[src/rtl/abc_pattern_gen.sv]
// Steps {a,b,c} through 000..111, holding each combination HOLD_CYCLES clocks; optional looping and pause.
// Latency: outputs are registered, so each change shows one cycle after the edge that decided it. Backpressure: pause freezes the sweep.
module abc_pattern_gen #(
    parameter int HOLD_CYCLES = 200,
    parameter int CNT_W       = 8
) (
    input  logic       Clock,
    input  logic       Rst,
    input  logic       start,
    input  logic       pause,
    input  logic       loop,
    output logic       a,
    output logic       b,
    output logic       c,
    output logic [2:0] idx,
    output logic       step,
    output logic       busy,
    output logic       done
);

    typedef enum logic [1:0] {
        S_IDLE = 2'd0,
        S_RUN  = 2'd1,
        S_DONE = 2'd2
    } state_t;

    // The counter only ever reaches HOLD_CYCLES-1, so HOLD_CYCLES = 2^CNT_W still fits.
    localparam logic [CNT_W-1:0] CNT_LAST = CNT_W'(HOLD_CYCLES - 1);
    localparam logic [2:0]       IDX_LAST = 3'd7;

    state_t           state_q, state_d;
    logic [CNT_W-1:0] cnt_q, cnt_d;
    logic [2:0]       idx_q, idx_d;
    logic             step_q, step_d;
    logic             busy_q, busy_d;
    logic             done_q, done_d;

    always_comb begin
        state_d = state_q;
        cnt_d   = cnt_q;
        idx_d   = idx_q;
        step_d  = 1'b0;
        busy_d  = 1'b0;
        done_d  = 1'b0;

        case (state_q)
            S_IDLE: begin
                cnt_d = '0;
                idx_d = 3'd0;
                if (start) begin
                    state_d = S_RUN;
                    step_d  = 1'b1;
                    busy_d  = 1'b1;
                end
            end

            S_RUN: begin
                busy_d = 1'b1;
                // A paused final count defers the loop/finish decision to the releasing edge.
                if (!pause) begin
                    if (cnt_q != CNT_LAST) begin
                        cnt_d = cnt_q + 1'b1;
                    end else begin
                        cnt_d = '0;
                        if (idx_q != IDX_LAST) begin
                            idx_d  = idx_q + 3'd1;
                            step_d = 1'b1;
                        end else if (loop) begin
                            idx_d  = 3'd0;
                            step_d = 1'b1;
                        end else begin
                            state_d = S_DONE;
                            idx_d   = 3'd0;
                            busy_d  = 1'b0;
                            done_d  = 1'b1;
                        end
                    end
                end
            end

            S_DONE: begin
                state_d = S_IDLE;
                cnt_d   = '0;
                idx_d   = 3'd0;
            end

            default: begin
                state_d = S_IDLE;
                cnt_d   = '0;
                idx_d   = 3'd0;
            end
        endcase
    end

    always_ff @(posedge Clock) begin
        if (Rst) begin
            state_q <= S_IDLE;
            cnt_q   <= '0;
            idx_q   <= 3'd0;
            step_q  <= 1'b0;
            busy_q  <= 1'b0;
            done_q  <= 1'b0;
        end else begin
            state_q <= state_d;
            cnt_q   <= cnt_d;
            idx_q   <= idx_d;
            step_q  <= step_d;
            busy_q  <= busy_d;
            done_q  <= done_d;
        end
    end

    assign a    = idx_q[2];
    assign b    = idx_q[1];
    assign c    = idx_q[0];
    assign idx  = idx_q;
    assign step = step_q;
    assign busy = busy_q;
    assign done = done_q;

endmodule
[config.mk]
export PLATFORM = sky130hd
export DESIGN_NAME = abc_pattern_gen
export DESIGN_NICKNAME = d
export VERILOG_FILES = /design/src/rtl/abc_pattern_gen.sv
export SDC_FILE = /design/constraint.sdc
export NUM_CORES = 1
export LEC_CHECK = 0
export ABC_CLOCK_PERIOD_IN_PS = 4200
export BUFFER_PORTS_ARGS = -buffer_cell sky130_fd_sc_hd__buf_2
export CAP_MARGIN = 20
export CORE_AREA = 2 2 47 49
export DETAILED_ROUTE_END_ITERATION = 10
export DIE_AREA = 0 0 49 51
export GPL_TIMING_DRIVEN = 0
export MAX_ROUTING_LAYER = met4
export PLACE_DENSITY = 0.64
export RECOVER_POWER = 100
export SYNTH_ARGS = -nofsm -noshare
export SYNTH_HDL_FRONTEND = slang
export SYNTH_SLANG_ARGS = --single-unit
[constraint.sdc]
create_clock -name Clock -period 4.2 [get_ports Clock]
set_input_delay 0.42 -clock Clock [delete_from_list [all_inputs] [get_ports Clock]]
set_output_delay 0.42 -clock Clock [all_outputs]
set_load 0.05 [all_outputs]
==> impl_metrics.ini, run 1 <==
[yosys]
yosys.area_share.xor_xnor_pct = 3.45
syn_nets = 86
yosys.area_share.simple_pct = 25.9
avgSynthCellArea_um2 = 9.77
synth_compound_area_share_pct = 14.3
muxShareOfSynthArea_pct = 3.94
postSynth.asyncResetShare_pct = 0
synth_fa_ha_area_share_pct = 4.93
yosysSeqAreaShare_pct = 42.0
yosys_warnings = 0
ys.flop_type = dfxtp_1
synth-edff-count = 0
yosysUniqueCellTypes = 30
synth_area_um2 = 762
synth_seq_cells = 16
synth_top_family_by_area = simple AND/OR/NAND/NOR gates
syn-instance-count = 78

[clocking]
cts_setup_buffers = 0
cts_made_buffers = 3
htreeDepth = 1
cts_hold_buf = 0
cts_resized = 0
clockBufferDepth = 2
root_buffer = clkbuf_4
clkLatencyLatePin_ns = 0.29
clkSinkCount = 16
cts_tree = built
path_clk_slew_ns = 0.09

[setup_path]
crit_path_start_kind = flop
reg2reg_slack_ns = 2.24
crit_chain = clkbuf_1 > or4b_1 > nor3_1 > mux2i_1
timing.rr.end = idx[1]
reg2regPathDepth = 4
worst-path-max-fanout = 8
slowest_delay_ns = 0.62
required_ns = 4.43
critPathBufInv = 1
crit_slowest_cell = or4b_1
timing.rr.start = cnt_q[3]
crit_arrival_ns = 2.18
critical_path_class = flop to flop
cp-end-kind = flop
cp_top_family = simple AND/OR/NAND/NOR gates

[timing]
final-hold-violation-count = 0
clock.fmax_mhz = 511
slew_violations = 0
setup_viol = 0
fin_crit_ns = 1.96
fin_ws_ns = 2.24
worst_slew_pin_slew_ns = 0.801
max-slew-margin-rel_pct = 46.5
fin_crit_sh_pct = 46.6
finClkSkew_ns = 0.00289
finalSetupTns_ns = 0
rsz0062_at_grt = false

[route]
wl_per_cell_um = 10.6
antenna_left = 0
drt_iter0_markers = 7
vias = 619
drc_errors = 0
drt-total-wl_um = 1300
avgViaCountPerCell = 5.03
firstDrtPassIters = 4

[die]
die_width_um = 49
fp.dieH_um = 51
start_util_pct = 36.9
io_pins = 14
dieArea_mm2 = 0.00250
std_cell_rows = 17
coreArea_mm2 = 0.00206

[cells_and_area]
syn2layout_area_growth_pct = 11.7
finish.utilization_pct = 41.2
nets = 104
drive_above_1_share_pct = 12.6
n_fill_cell = 235
num_antenna_cells = 0

[worst_hold_path]
hp-start = start
hold_class = input pin to flop
hold_end = step
whs_path_depth = 3

[global_route]
grt_usage_pct = 12.1
antenna_found_initial = 0
grt_pass1_wl_um = 2200
grt_pass1_vias = 520
gr-total-overflow = 0
grt_max_degree = 10

[placement]
gp_congestion = 0.714
pre_cts_ws_ns = 2.39
portBuffers = 13

[power]
leakagePower_uw = 0.000308
finalPower_uw = 272
powerDensity_mw_per_mm2 = 320
ir_drop_mv = 0.170

[run]
maxCapViolCount = 0

[outcome]
outcome = completed
## logic make-up (layout without fill, tap and decap cells)
kind of cell | after synthesis | in the layout
fa+ha+maj | 3 | 3
xor+xnor | 3 | 3
simple gates | 31 | 31
flops | 16 | 16
compound gates | 16 | 16
buf+inv | 6 | 23
mux | 3 | 3
## cells in the mapped netlist (2+ instances only)
| cell | number | area share (%) |
|---|---|---|
| or3_1 | 3 | 2.5 |
| inv_1 | 2 | 0.99 |
| ha_1 | 3 | 4.9 |
| a31oi_1 | 2 | 1.6 |
| and3_1 | 2 | 1.6 |
| buf_4 | 3 | 3.0 |
| nor2_1 | 6 | 3.0 |
| nand4_1 | 3 | 2.5 |
| dfxtp_1 | 16 | 42 |
| nand3b_1 | 3 | 3.0 |
| xor2_1 | 2 | 2.3 |
| mux2i_1 | 3 | 3.9 |
| nand2_1 | 5 | 2.5 |
| o21ai_0 | 6 | 3.9 |
| a21oi_1 | 4 | 2.6 |
## layout make-up
type / count / area (um^2) / area share, %
repair buffers: 13 / 53.8 / 6.32
plain buffers: 4 / 26.3 / 3.09
flip-flops and latches: 16 / 320 / 37.6
well taps: 28 / 35.0 / 4.12
multi-input cells: 56 / 372 / 43.7
inverters: 2 / 7.51 / 0.882
clock buffers: 4 / 36.3 / 4.26
## worst reg2reg max path: cells and delay by family (launching register included)
kind                   cells  cell delay [ns]
buffers and inverters      1             0.17
flip-flops                 1             0.31
multiplexers               1             0.25
AND/OR/NAND/NOR            2             1.16
## power breakdown
group          switching, uW  internal (uW)
Clock                   49.5           52.9
Combinational           10.1           4.75
Sequential              1.14            154
Total                   60.7            212
## layout by cell type, fill, tap and decap left out, types with 2 or more instances in the layout
| master | instances |
|---|---|
| clkbuf_1 | 10 |
| o31ai_1 | 2 |
| buf_2 | 4 |
| a21oi_1 | 4 |
| nand4_1 | 3 |
| ha_1 | 3 |
| inv_1 | 2 |
| nand2_1 | 5 |
| or3_1 | 3 |
| nor2_1 | 6 |
| and3_1 | 2 |
| dfxtp_1 | 16 |
| xor2_1 | 2 |
| buf_4 | 3 |
| a31oi_1 | 2 |
| nand3b_1 | 3 |
| mux2i_1 | 3 |
| clkbuf_4 | 3 |
| o21ai_0 | 6 |
## metrics by stage
step / instance area (um^2) / instances / hold slack (ns)
2_1_floorplan: 762 / 78 / 0.479
3_3_place_gp: 862 / 119 / 0.475
3_5_place_dp: 862 / 119 / 0.487
4_1_cts: 898 / 123 / 0.436
5_1_grt: 851 / 123 / 0.464
6_report: 851 / 123 / 0.438
## state kept, by name (all words and copies together), names as in the netlist
name     count
cnt_q        8
idx          3
step         1
busy         1
done         1
state_q      2
## worst max-delay path by stage
| stage | depth (start not counted) | start | slack (ns) | endpoint |
|---|---|---|---|---|
| final | 4 | cnt_q[3] | 2.24 | idx[1] |
| after global routing | 4 | cnt_q[3] | 2.05 | idx[2] |
| after CTS | 3 | state_q[0] | 2.54 | step |
| after detailed placement | 4 | Rst | 2.39 | step |
| after global placement | 4 | Rst | 2.41 | step |
| after floorplan | 4 | cnt_q[3] | 2.74 | idx[1] |
## layer usage
metal / up-vias / share of wire (%) / routed length, um / GRT usage, %
li1: 318 / - / - / -
met1: 282 / 47 / 609 / 13.5
met2: 14 / 45 / 591 / 18.7
met3: 5 / 6.0 / 78 / 5.26
met4: 0 / 1.9 / 25 / 5.71
met5: - / 0 / 0 / -
No activity file was read; power rests on OpenSTA's default activity.
==> run 2: changes to the inputs <==
--- a/config.mk
+++ b/config.mk
@@ -5,7 +5,7 @@
 export SDC_FILE = /design/constraint.sdc
 export NUM_CORES = 1
 export LEC_CHECK = 0
-export ABC_CLOCK_PERIOD_IN_PS = 4200
+export ABC_CLOCK_PERIOD_IN_PS = 2000
 export BUFFER_PORTS_ARGS = -buffer_cell sky130_fd_sc_hd__buf_2
 export CAP_MARGIN = 20
 export CORE_AREA = 2 2 47 49
==> constraint.sdc (replaced) <==
create_clock -name Clock -period 2 [get_ports Clock]
set_input_delay 0.2 -clock Clock [delete_from_list [all_inputs] [get_ports Clock]]
set_output_delay 0.2 -clock Clock [all_outputs]
set_load 0.05 [all_outputs]
==> run 2 against run 1 <==
Sequential power increased by 110%. Maximum frequency increased by 9.7%. Die area unchanged. Hold slack worse by 0.22 ns. Clock power is 110% higher. Non-clock buffer count is the same. Worst setup slack got worse by 2.0 ns. Utilization grew 0.91 points. Via count shrank 0.65%. Critical endpoint unchanged. Largest power group unchanged.
==> impl_metrics.ini, run 2 (same netlist as run 1, synthesis figures left out) <==
[outcome]
outcome = completed

[placement]
gp_congestion = 0.714
place_area_um2 = 862
portBuffers = 13
pre_cts_ws_ns = 0.363

[route]
wl_per_cell_um = 10.5
drt-total-wl_um = 1290
firstDrtPassIters = 2
drt_iter0_markers = 7
vias = 615
drc_errors = 0
avgViaCountPerCell = 5.00
antenna_left = 0

[cells_and_area]
layout_common_cells = 16 x dfxtp_1, 10 x clkbuf_1, 6 x nor2_1, 6 x o21ai_0, 5 x nand2_1
final_area_um2 = 870
syn2layout_area_growth_pct = 14.1
largest_register_ffs = 8
finish.utilization_pct = 42.1
drive_above_1_share_pct = 14.7
n_fill_cell = 232
mostFrequentLayoutCell = dfxtp_1
num_antenna_cells = 0
largest_register = cnt_q
nets = 104

[die]
die_width_um = 49
fp.dieH_um = 51
start_util_pct = 36.9
io_pins = 14
std_cell_rows = 17
coreArea_mm2 = 0.00206
dieArea_mm2 = 0.00250

[timing]
slew_violations = 0
setup_viol = 0
rsz0062_at_grt = false
finClkSkew_ns = 0.000663
final-hold-violation-count = 0
fin_crit_ns = 1.78
clock.fmax_mhz = 560
worst_slew_pin_slew_ns = 0.966
finalSetupTns_ns = 0
max-slew-margin-rel_pct = 35.5
fin_ws_ns = 0.216
fin_crit_sh_pct = 89.2

[global_route]
antenna_found_initial = 0
grt_usage_pct = 12.1
grt_pass1_vias = 520
grt_pass1_wl_um = 2200
gr-total-overflow = 0
grt_max_degree = 10

[clocking]
clkLatencyLatePin_ns = 0.29
cts_made_buffers = 3
clockBufferDepth = 2
cts_hold_buf = 0
cts_resized = 0
path_clk_slew_ns = 0.09
root_buffer = clkbuf_4
cts_tree = built
clkSinkCount = 16
cts_setup_buffers = 0
htreeDepth = 1

[setup_path]
required_ns = 2.23
crit_path_start_kind = flop
cp-end-kind = flop
critical_path_class = flop to flop
crit_arrival_ns = 2.01
worst-path-max-fanout = 8

[power]
powerDensity_mw_per_mm2 = 659
ir_drop_mv = 0.362
finalPower_uw = 573
leakagePower_uw = 0.000310

[run]
maxCapViolCount = 0

[worst_hold_path]
hold_class = input pin to flop
run 2: cell count changes in the layout (fill, tap and decap cells not counted):
cell     delta
o31ai_1     -1
o31ai_4     +1
nor3_2      +1
nor3_1      -1
run 2: final timing paths:
check	slack [ns]	start	cells past startpoint	to
worst min register to register	0.50	idx[2]	2	idx[2]
worst max register to register	0.22	cnt_q[3]	4	idx[1]
worst min-delay path	0.22	start	3	step
worst max-delay path	0.22	cnt_q[3]	4	idx[1]
run 2: per-layer routing:
metal  global-route usage [%]  up-vias  wire [um]
met5                        -        -          0
met4                     5.71        0         25
met3                     5.26        5         73
met2                     18.7       12        601
met1                     13.5      279        586
li1                         -      319          -
run 2: area by class of cell:
type | instances | area (um^2) | share of cell area [%]
Timing Repair Buffer | 13 | 53.8 | 6.19
Clock buffer | 4 | 36.3 | 4.17
Multi-Input combinational cell | 56 | 390 | 44.9
Tap cell | 28 | 35.0 | 4.03
Sequential cell | 16 | 320 | 36.8
Inverter | 2 | 7.51 | 0.863
Buffer | 4 | 26.3 | 3.02
run 2: critical path: stages (launching register included):
cell	delay [ns]
dfxtp_1	0.31
clkbuf_1	0.17
or4b_1	0.66
nor3_2	0.35
mux2i_1	0.23
run 2: report_power, final:
group	switching (uW)	internal [uW]	total, uW
Combinational	21.6	10.9	32.4
Sequential	2.39	323	326
Clock	104	111	215
run 2: through the flow:
stage	instances	hold slack, ns
global placement	119	0.475
finish	123	0.219
detailed placement	119	0.487
global route	123	0.244
floorplan	78	0.341
CTS	123	0.216
